--- config.mk ---
export PLATFORM = sky130hd
export DESIGN_NAME = branch_flush_ctrl
export DESIGN_NICKNAME = d
export VERILOG_FILES = /design/src/rtl/branch_flush_ctrl.sv
export SDC_FILE = /design/constraint.sdc
export NUM_CORES = 1
export LEC_CHECK = 0
export CORE_ASPECT_RATIO = 0.8
export CORE_MARGIN = 10
export CORE_UTILIZATION = 45
export DETAILED_ROUTE_END_ITERATION = 6
export PLACE_DENSITY_LB_ADDON = 0.2
export SLEW_MARGIN = 20
export SYNTH_ARGS = -nofsm -noshare
export SYNTH_HDL_FRONTEND = slang
export SYNTH_SLANG_ARGS = --single-unit
--- constraint.sdc ---
create_clock -name clk -period 2 [get_ports clk]
set_input_delay 0.4 -clock clk [delete_from_list [all_inputs] [get_ports clk]]
set_output_delay 0.4 -clock clk [all_outputs]
set_load 0.02 [all_outputs]
--- src/rtl/branch_flush_ctrl.sv ---
// -----------------------------------------------------------------------------
// branch_flush_ctrl
//
// Purpose:
//   Sequences the PC redirect and pipeline flush that follow a taken branch
//   resolved in EXE. It also arbitrates between the branch redirect, a
//   load-use hazard stall and a memory-wait freeze.
//   Priority order: mem_Busy > branch > hazard.
//
// Optional feature:
//   Define BRANCH_STATS_EN to add two saturating statistics counters
//   (branch_Count, flush_Count) of width CNT_W. With the macro undefined,
//   the ports, the counters and the CNT_W parameter are all absent.
//
// Ports:
//   clk             in   clock, rising edge
//   rst             in   synchronous reset, active-high
//   Branch_Taken    in   taken-branch indication from EXE
//   Br_Addr         in   branch target from EXE
//   hazard_Detected in   load-use hazard from ID
//   mem_Busy        in   memory stage multi-cycle wait
//   freeze_IF       out  hold PC
//   freeze_ID       out  hold IF/ID register
//   freeze_EXE      out  hold ID/EXE and later registers
//   ctrl_Bubble     out  zero ID control into ID/EXE
//   flush_IF_ID     out  clear IF/ID register
//   flush_ID_EXE    out  clear ID/EXE register
//   PC_Src_Sel      out  1 = load PC from PC_Target
//   PC_Target       out  registered branch target
//   branch_Count    out  accepted branches, saturating (BRANCH_STATS_EN only)
//   flush_Count     out  advancing flush cycles, saturating (BRANCH_STATS_EN only)
// -----------------------------------------------------------------------------
module branch_flush_ctrl #(
  parameter int ADDR_W       = 32,
  parameter int FLUSH_CYCLES = 2   // legal range 1..15
`ifdef BRANCH_STATS_EN
  ,parameter int CNT_W       = 16
`endif
) (
  input  logic              clk,
  input  logic              rst,
  input  logic              Branch_Taken,
  input  logic [ADDR_W-1:0] Br_Addr,
  input  logic              hazard_Detected,
  input  logic              mem_Busy,
  output logic              freeze_IF,
  output logic              freeze_ID,
  output logic              freeze_EXE,
  output logic              ctrl_Bubble,
  output logic              flush_IF_ID,
  output logic              flush_ID_EXE,
  output logic              PC_Src_Sel,
  output logic [ADDR_W-1:0] PC_Target
`ifdef BRANCH_STATS_EN
  ,output logic [CNT_W-1:0] branch_Count,
  output logic [CNT_W-1:0]  flush_Count
`endif
);

  typedef enum logic [1:0] {
    RUN      = 2'd0,
    REDIRECT = 2'd1,
    FLUSH    = 2'd2
  } state_e;

  // Remaining flush cycles after the REDIRECT cycle.
  localparam logic [3:0] FCNT_INIT = 4'(FLUSH_CYCLES - 1);

  state_e              state_q, state_d;
  logic [3:0]          fcnt_q, fcnt_d;
  logic [ADDR_W-1:0]   pc_target_q, pc_target_d;
  logic                accept;     // RUN -> REDIRECT this cycle
  logic                advance;    // pipeline is allowed to move
  logic                hz;

  assign advance = ~mem_Busy;

  // NOTE: every signal assigned in this block gets a default first, so no
  // path leaves a value unassigned and no latch is inferred.
  always_comb begin
    state_d     = state_q;
    fcnt_d      = fcnt_q;
    pc_target_d = pc_target_q;
    accept      = 1'b0;
    if (advance) begin
      unique case (state_q)
        RUN: begin
          if (Branch_Taken) begin
            accept      = 1'b1;
            pc_target_d = Br_Addr;
            fcnt_d      = FCNT_INIT;
            state_d     = REDIRECT;
          end
        end
        REDIRECT: state_d = (fcnt_q != 4'd0) ? FLUSH : RUN;
        FLUSH: begin
          fcnt_d = fcnt_q - 4'd1;
          // fcnt_q == 1 marks the final FLUSH cycle.
          if (fcnt_q == 4'd1) state_d = RUN;
        end
        default: state_d = RUN;
      endcase
    end
  end

  // NOTE: state registers use non-blocking assignments so every flop samples
  // the pre-edge values regardless of statement order.
  always_ff @(posedge clk) begin
    if (rst) begin
      state_q     <= RUN;
      fcnt_q      <= 4'd0;
      pc_target_q <= '0;
    end else begin
      state_q     <= state_d;
      fcnt_q      <= fcnt_d;
      pc_target_q <= pc_target_d;
    end
  end

  // Branch and hazard from flushed slots are ignored; a branch in the same
  // cycle as a hazard wins, so no stall is raised for it.
  assign hz = hazard_Detected & (state_q == RUN) & ~Branch_Taken;

  // Combinational outputs are forced low during reset; flush and redirect
  // are masked while memory is busy and reappear unchanged afterwards.
  assign freeze_EXE   = ~rst & mem_Busy;
  assign freeze_IF    = ~rst & (mem_Busy | hz);
  assign freeze_ID    = ~rst & (mem_Busy | hz);
  assign ctrl_Bubble  = ~rst & hz & ~mem_Busy;
  assign flush_IF_ID  = ~rst & advance & (state_q != RUN);
  assign flush_ID_EXE = ~rst & advance & (state_q != RUN);
  assign PC_Src_Sel   = ~rst & advance & (state_q == REDIRECT);
  assign PC_Target    = rst ? '0 : pc_target_q;

`ifdef BRANCH_STATS_EN
  logic [CNT_W-1:0] branch_cnt_q, branch_cnt_d;
  logic [CNT_W-1:0] flush_cnt_q, flush_cnt_d;
  logic             flush_adv;

  assign flush_adv = advance & (state_q != RUN);

  always_comb begin
    branch_cnt_d = branch_cnt_q;
    flush_cnt_d  = flush_cnt_q;
    if (accept && (branch_cnt_q != '1)) branch_cnt_d = branch_cnt_q + 1'b1;
    if (flush_adv && (flush_cnt_q != '1)) flush_cnt_d = flush_cnt_q + 1'b1;
  end

  always_ff @(posedge clk) begin
    if (rst) begin
      branch_cnt_q <= '0;
      flush_cnt_q  <= '0;
    end else begin
      branch_cnt_q <= branch_cnt_d;
      flush_cnt_q  <= flush_cnt_d;
    end
  end

  assign branch_Count = rst ? '0 : branch_cnt_q;
  assign flush_Count  = rst ? '0 : flush_cnt_q;
`endif

endmodule

==> results by group, run 1 <==
Placed design
  • Detailed Place HPWL: 3640 um
  • Port bufs: 75
  • Final GP Congestion: 0.807
  • Setup slack at placement: -371 ps

STA
  • Fmax: 546 MHz
  • Final Skew: 4.82 ps
  • Min cycle time layout: 1830 ps
  • Setup TNS: 0 ps
  • Least-Margin Pin Slew: 315 ps
  • Final setup viols: 0
  • Worst slew margin: 0.789
  • Min Hold Slack: 506 ps
  • RSZ-0062 raised after global routing: false
  • Max-slew violation count: 0
  • Post-route clock period utilization: 0.915
  • Final worst slack: 169 ps
  • Hold Fails Final Rpt: 0

Clocking
  • Resized Gates After CTS: 108
  • Post-CTS setup buffer count: 0
  • Maximum buffer depth of the clock tree: 2
  • CTS sink cnt: 38
  • Num CTS Buffers: 5
  • Worst skew pair latency: 280 ps
  • H-tree Lvls: 2
  • CTS tree: yes
  • CTS root buffer: clkbuf_8
  • Clk pin slew, worst setup/hold paths: 70 ps
  • Hold-fix buffer count after cts: 0

Floorplan
  • Die area: 6830 um2
  • Die W: 90.0 um
  • Die height: 76.0 um
  • Core Region: 3780 um2
  • Cell row count: 20
  • Initial Util: 0.466
  • IO Count: 76

Yosys
  • Sequential share of the synthesized area: 0.432
  • Post-synth EDFFs: 0
  • YS warnings: 0
  • Post-synth top area cell: dfxtp_1
  • Post-Syn Nets: 229
  • Ys async rst share: 0
  • Synth top area share: 0.432
  • Largest cells by area after synthesis: dfxtp_1, nor2b_1, a21o_1, ha_1, buf_2
  • Most used flip-flop cell after synthesis: dfxtp_1
  • Post-synthesis cell area: 1760 um2
  • Post-Syn Instances: 189
  • Seq cells post-synth: 38
  • Synth unique cells: 31
  • Synth Area per Inst: 9.32 um2

Power and ir drop
  • Max VDD drop: 460 uV
  • Lkg Pwr: 0.00136 uW
  • Pwr dens: 588 nW/um2
  • Total power: 1600 uW

Cells and area
  • Nets: 309
  • Share of layout cells above drive strength 1: 0.223
  • Antenna cells: 0
  • Core Util, Final: 0.720
  • Fill cells: 313
  • P&R area growth vs syn: 54.4%

Status
  • Status: completed

Global route
  • Vias in the first global route: 1657
  • Total track usage: 0.138
  • GRT overflow: 0
  • First-pass GRT wire length: 7940 um
  • Largest net degree at the start of global routing: 21
  • Initial antenna violation count: 0

Setup path
  • Startpoint types: input pin
  • Nature of the critical path endpoint: output port
  • Critical Path, Cell by Cell: clkdlybuf4s50_1 > inv_1 > a31oi_1 > nor2_1 > clkdlybuf4s15_2
  • Critical path class: in -> out
  • Worst path bufs/invs: 3
  • Slowest cell on crit path: clkdlybuf4s50_1
  • Slowest stage delay, CP: 480 ps
  • Worst Path Required: 1600 ps
  • CP max FO: 2
  • Critical path data arrival time: 1430 ps
  • CP delay by family, top: buffers and inverters

Route
  • Drt pass-1 iters: 4
  • Routed Antenna Nets: 0
  • Drt wl/cell: 14.5 um
  • Number of vias in the routed layout: 1527
  • Starting DRT DRC Count: 49
  • Total Routed Length: 4690 um
  • Routed vias/inst: 4.71
  • DRC viols: 0

Hold path
  • HP Class: reg -> reg

Run
  • Max-cap violation count: 0
layer usage:
layer,vias up,track usage,routed length (um)
met5,-,0,0
met2,41,0.238,2330
met3,4,0.0591,332
met1,704,0.151,2010
li1,778,-,-
met4,0,0.0333,19
worst reg2reg max path, cell delays in order (launching register included):
cell and delay, ps:
dfxtp_1 330, buf_4 160, or2_4 260, or4_1 490, a21oi_1 150
cells in the mapped netlist (2+ instances only):
cell,n
a21o_1,33
nor2_1,6
buf_4,2
dfxtp_1,38
ha_1,3
or4_1,2
a21oi_1,4
nor2b_1,65
inv_1,4
buf_2,6
o31ai_1,2
clkbuf_1,4
clkbuf_2,2
path summary, 6_finish.rpt:
path                                start  slack [ps]  cells past startpoint                       to
setup / recovery             Branch_Taken         170                      5                freeze_IF
hold / removal    state_q[0]$_SDFFE_PP0P_         510                      1  state_q[0]$_SDFFE_PP0P_
setup reg to reg  state_q[0]$_SDFFE_PP0P_         540                      4   fcnt_q[3]$_SDFFE_PP0P_
hold reg to reg   state_q[0]$_SDFFE_PP0P_         510                      1  state_q[0]$_SDFFE_PP0P_
cell type report:
cell class,instances,area (um2),share of cell area
Multi-Input combinational cell,132,910,0.334
Inverter,4,15.0,0.00552
Timing Repair Buffer,88,887,0.326
Tap cell,55,68.8,0.0253
Clock inverter,2,10.0,0.00368
Clock buffer,5,68.8,0.0253
Sequential cell,38,761,0.280
state kept, by name (all words and copies together) (netlist names):
register and cells:
pc_target_q 32, fcnt_q 4, state_q 2
cell usage in the layout, fill, tap and decap left out, types with 2 or more instances in the layout:
cell	Yosys	routed
a21o_1	33	33
a21oi_1	4	4
buf_4	2	13
clkbuf_8	0	5
clkdlybuf4s15_1	0	3
clkdlybuf4s15_2	0	33
clkdlybuf4s50_1	0	34
clkinv_2	0	2
dfxtp_1	38	38
dlygate4sd2_1	0	2
dlymetal6s2s_1	0	2
ha_1	3	3
inv_1	4	4
nor2_1	6	5
nor2b_1	65	64
o31ai_1	2	2
or4_1	2	2
stage by stage:
step / instance area [um2] / instances
after floorplan: 1760 / 189
after global placement: 2600 / 317
after detailed placement: 2600 / 317
after CTS: 2710 / 324
after global routing: 2720 / 324
final: 2720 / 324
power by group:
group	internal, uW	switching [uW]
registers	795	12.4
logic	171	136
clock network	234	251
total	1200	399
cells by family after synthesis:
| family | Yosys count | synth area share |
|---|---|---|
| compound gates | 44 | 0.181 |
| fa+ha+maj | 3 | 0.0213 |
| buf+inv | 19 | 0.0547 |
| flops | 38 | 0.432 |
| simple gates | 85 | 0.311 |
Power figures use the tool's default switching activity.
==> run 2: changes to the inputs <==
- SLEW_MARGIN: 20 -> not set
- TNS_END_PERCENT: not set -> 100
==> results of run 2 <==
The final DEF is identical to that of run 1; final timing and power are the same.
==> RTL edit (settings of run 2) <==
Re-encode `state_e` (3 states) as one-hot, 3 bits wide.
--- a/src/rtl/branch_flush_ctrl.sv
+++ b/src/rtl/branch_flush_ctrl.sv
@@ -59,6 +59,6 @@
 
-  typedef enum logic [1:0] {
-    RUN      = 2'd0,
-    REDIRECT = 2'd1,
-    FLUSH    = 2'd2
+  typedef enum logic [2:0] {
+    RUN      = 3'b001,
+    REDIRECT = 3'b010,
+    FLUSH    = 3'b100
   } state_e;
Behaviour: no difference found for any inputs over 10 cycles, from zero or initial values and one cycle with rst high; not proved beyond that.
==> RTL edit against run 2 <==
Sequential power increased by 2.8%. Power grew 17%. Non-clock buffer count rose by 8. First-iteration DRC count rose by 140%. Largest power group unchanged. Largest cell class unchanged. Hold slack got worse by 58 ps. Wire length is 4.9% higher. Design area is 5.2% higher. Synthesized area grew 3.2%. Clock skew is 1.3 ps higher. Core utilization is 2.2 points higher. Count of clock-buffer cells in the layout increased by 1. Sequential cell count rose by 1. Setup slack got worse by 140 ps.
==> RTL edit: results (changes against run 2) <==
[final_layout]
multi_input_area_share_pct = 32.9  ; -0.50 points
final.signal_inverter_count = 3  ; -1
seq_cell_count = 39  ; +2.6%
multi_input_gates = 174  ; +32%
nets = 359  ; +16%
largest_registers = pc_target_q: 32 flops, fcnt_q: 4 flops, state_q: 3 flops
final-nonclk-buf-share_pct = 32.9  ; +0.24 points
final-clk-cell-share_pct = 4.11  ; +1.2 points
stdcell_count = 375  ; +16%
nNonClkBuffers = 96  ; +9.1%
register_area_um2 = 781  ; +2.6%
fill_cells = 310  ; -0.96%
drive_gt1_share_pct = 13.1  ; -9.2 points
clockBufferCount = 6  ; +1

[worst_setup_path]
reg2reg_depth = 6  ; +2
timing.rr.start = fcnt_q[1]$_SDFFE_PP0P_
endpoint = flush_ID_EXE
crit_start = mem_Busy
r2r_slack_ps = 270  ; -270 ps
reg2reg_to = state_q[2]$_SDFFE_PP0P_
slowest_delay_ps = 530  ; +50 ps
arrival_ps = 1570  ; +140 ps

[placement]
dpl.hpwl_um = 3750  ; +2.9%
gp_congestion = 0.819  ; +1.4%
dp.cells = 367  ; +16%

[global_routing]
grt_pass1_vias = 1692  ; +2.1%
grt_use_total_pct = 13.9  ; +0.11 points
grt_max_degree = 37  ; +76%
grt_pass1_wl_um = 8000  ; +0.78%

[detailed_routing]
wl_um = 4920  ; +4.9%
drt_iter0_drc = 119  ; +140%
vias = 1774  ; +16%

[yosys]
synth_fp_nets = 275  ; +20%
yosys-top-cells-count = nand2_1 (68), dfxtp_1 (39), a21oi_1 (38)
synthMuxAreaShare_pct = 0.551  ; +0.55 points
synth_compound_area_share_pct = 14.2  ; -3.9 points
synth_area_leaders = dfxtp_1 (43%), nand2_1 (14%), nor2b_1 (12%), a21oi_1 (10%), buf_4 (2.5%)
yosysSeqAreaShare_pct = 42.9  ; -0.24 points
synthAdderAreaFrac_pct = 2.06  ; -0.066 points
syn_avg_cell_area_um2 = 7.74  ; -17%
synthDistinctLibCells = 32  ; +3.2%

[timing]
slew_headroom_pct = 78.1  ; -0.81 points
whs_ps = 448  ; -57.9 ps
max_freq_mhz = 508  ; -7.0%
skew_ps = 6.09  ; +1.27 ps

[power_and_ir_drop]
pg_comb_mw = 0.355  ; +16%
vdd_ir_drop_max_v = 0.000550  ; +19%
p_int_mw = 1.41  ; +17%
p_clk_mw = 0.677  ; +40%

[min_path]
worstHoldStart = pc_target_q[9]$_SDFFE_PP0P_
min_to = pc_target_q[9]$_SDFFE_PP0P_
hold_path_depth = 2  ; +1

[outcome]
status = complete, no violations

## RTL edit: cell types whose count changed in the layout (fill, tap and decap cells not counted), sizes merged, moves of 31 or more
cell	change
clkdlybuf4s50	+32
a21oi	+35
nand2	+68
nor2b	-31
clkdlybuf4s15	-36
a21o	-32
## RTL edit: repair_timing
item	CTS	global route
gates resized for setup	24	7
pin swaps	0	2
setup endpoints to repair	7	5
hold endpoints to repair	0	0
## RTL edit: routing by layer
metal  vias up  track usage (%)  part of all wire [%]
met4         0             3.75                  0.59
met2        69             19.7                    42
met3         4             9.44                    13
met5         -                0                     0
li1        933                -                     -
met1       768             16.5                    44
## RTL edit: through the flow
stage,utilization (%),instance area [um^2]
4_1_cts,74.0,2850
2_1_floorplan,-,1820
5_1_grt,74.2,2860
6_report,74.2,2860
3_5_place_dp,71.2,2750
3_3_place_gp,71.2,2750
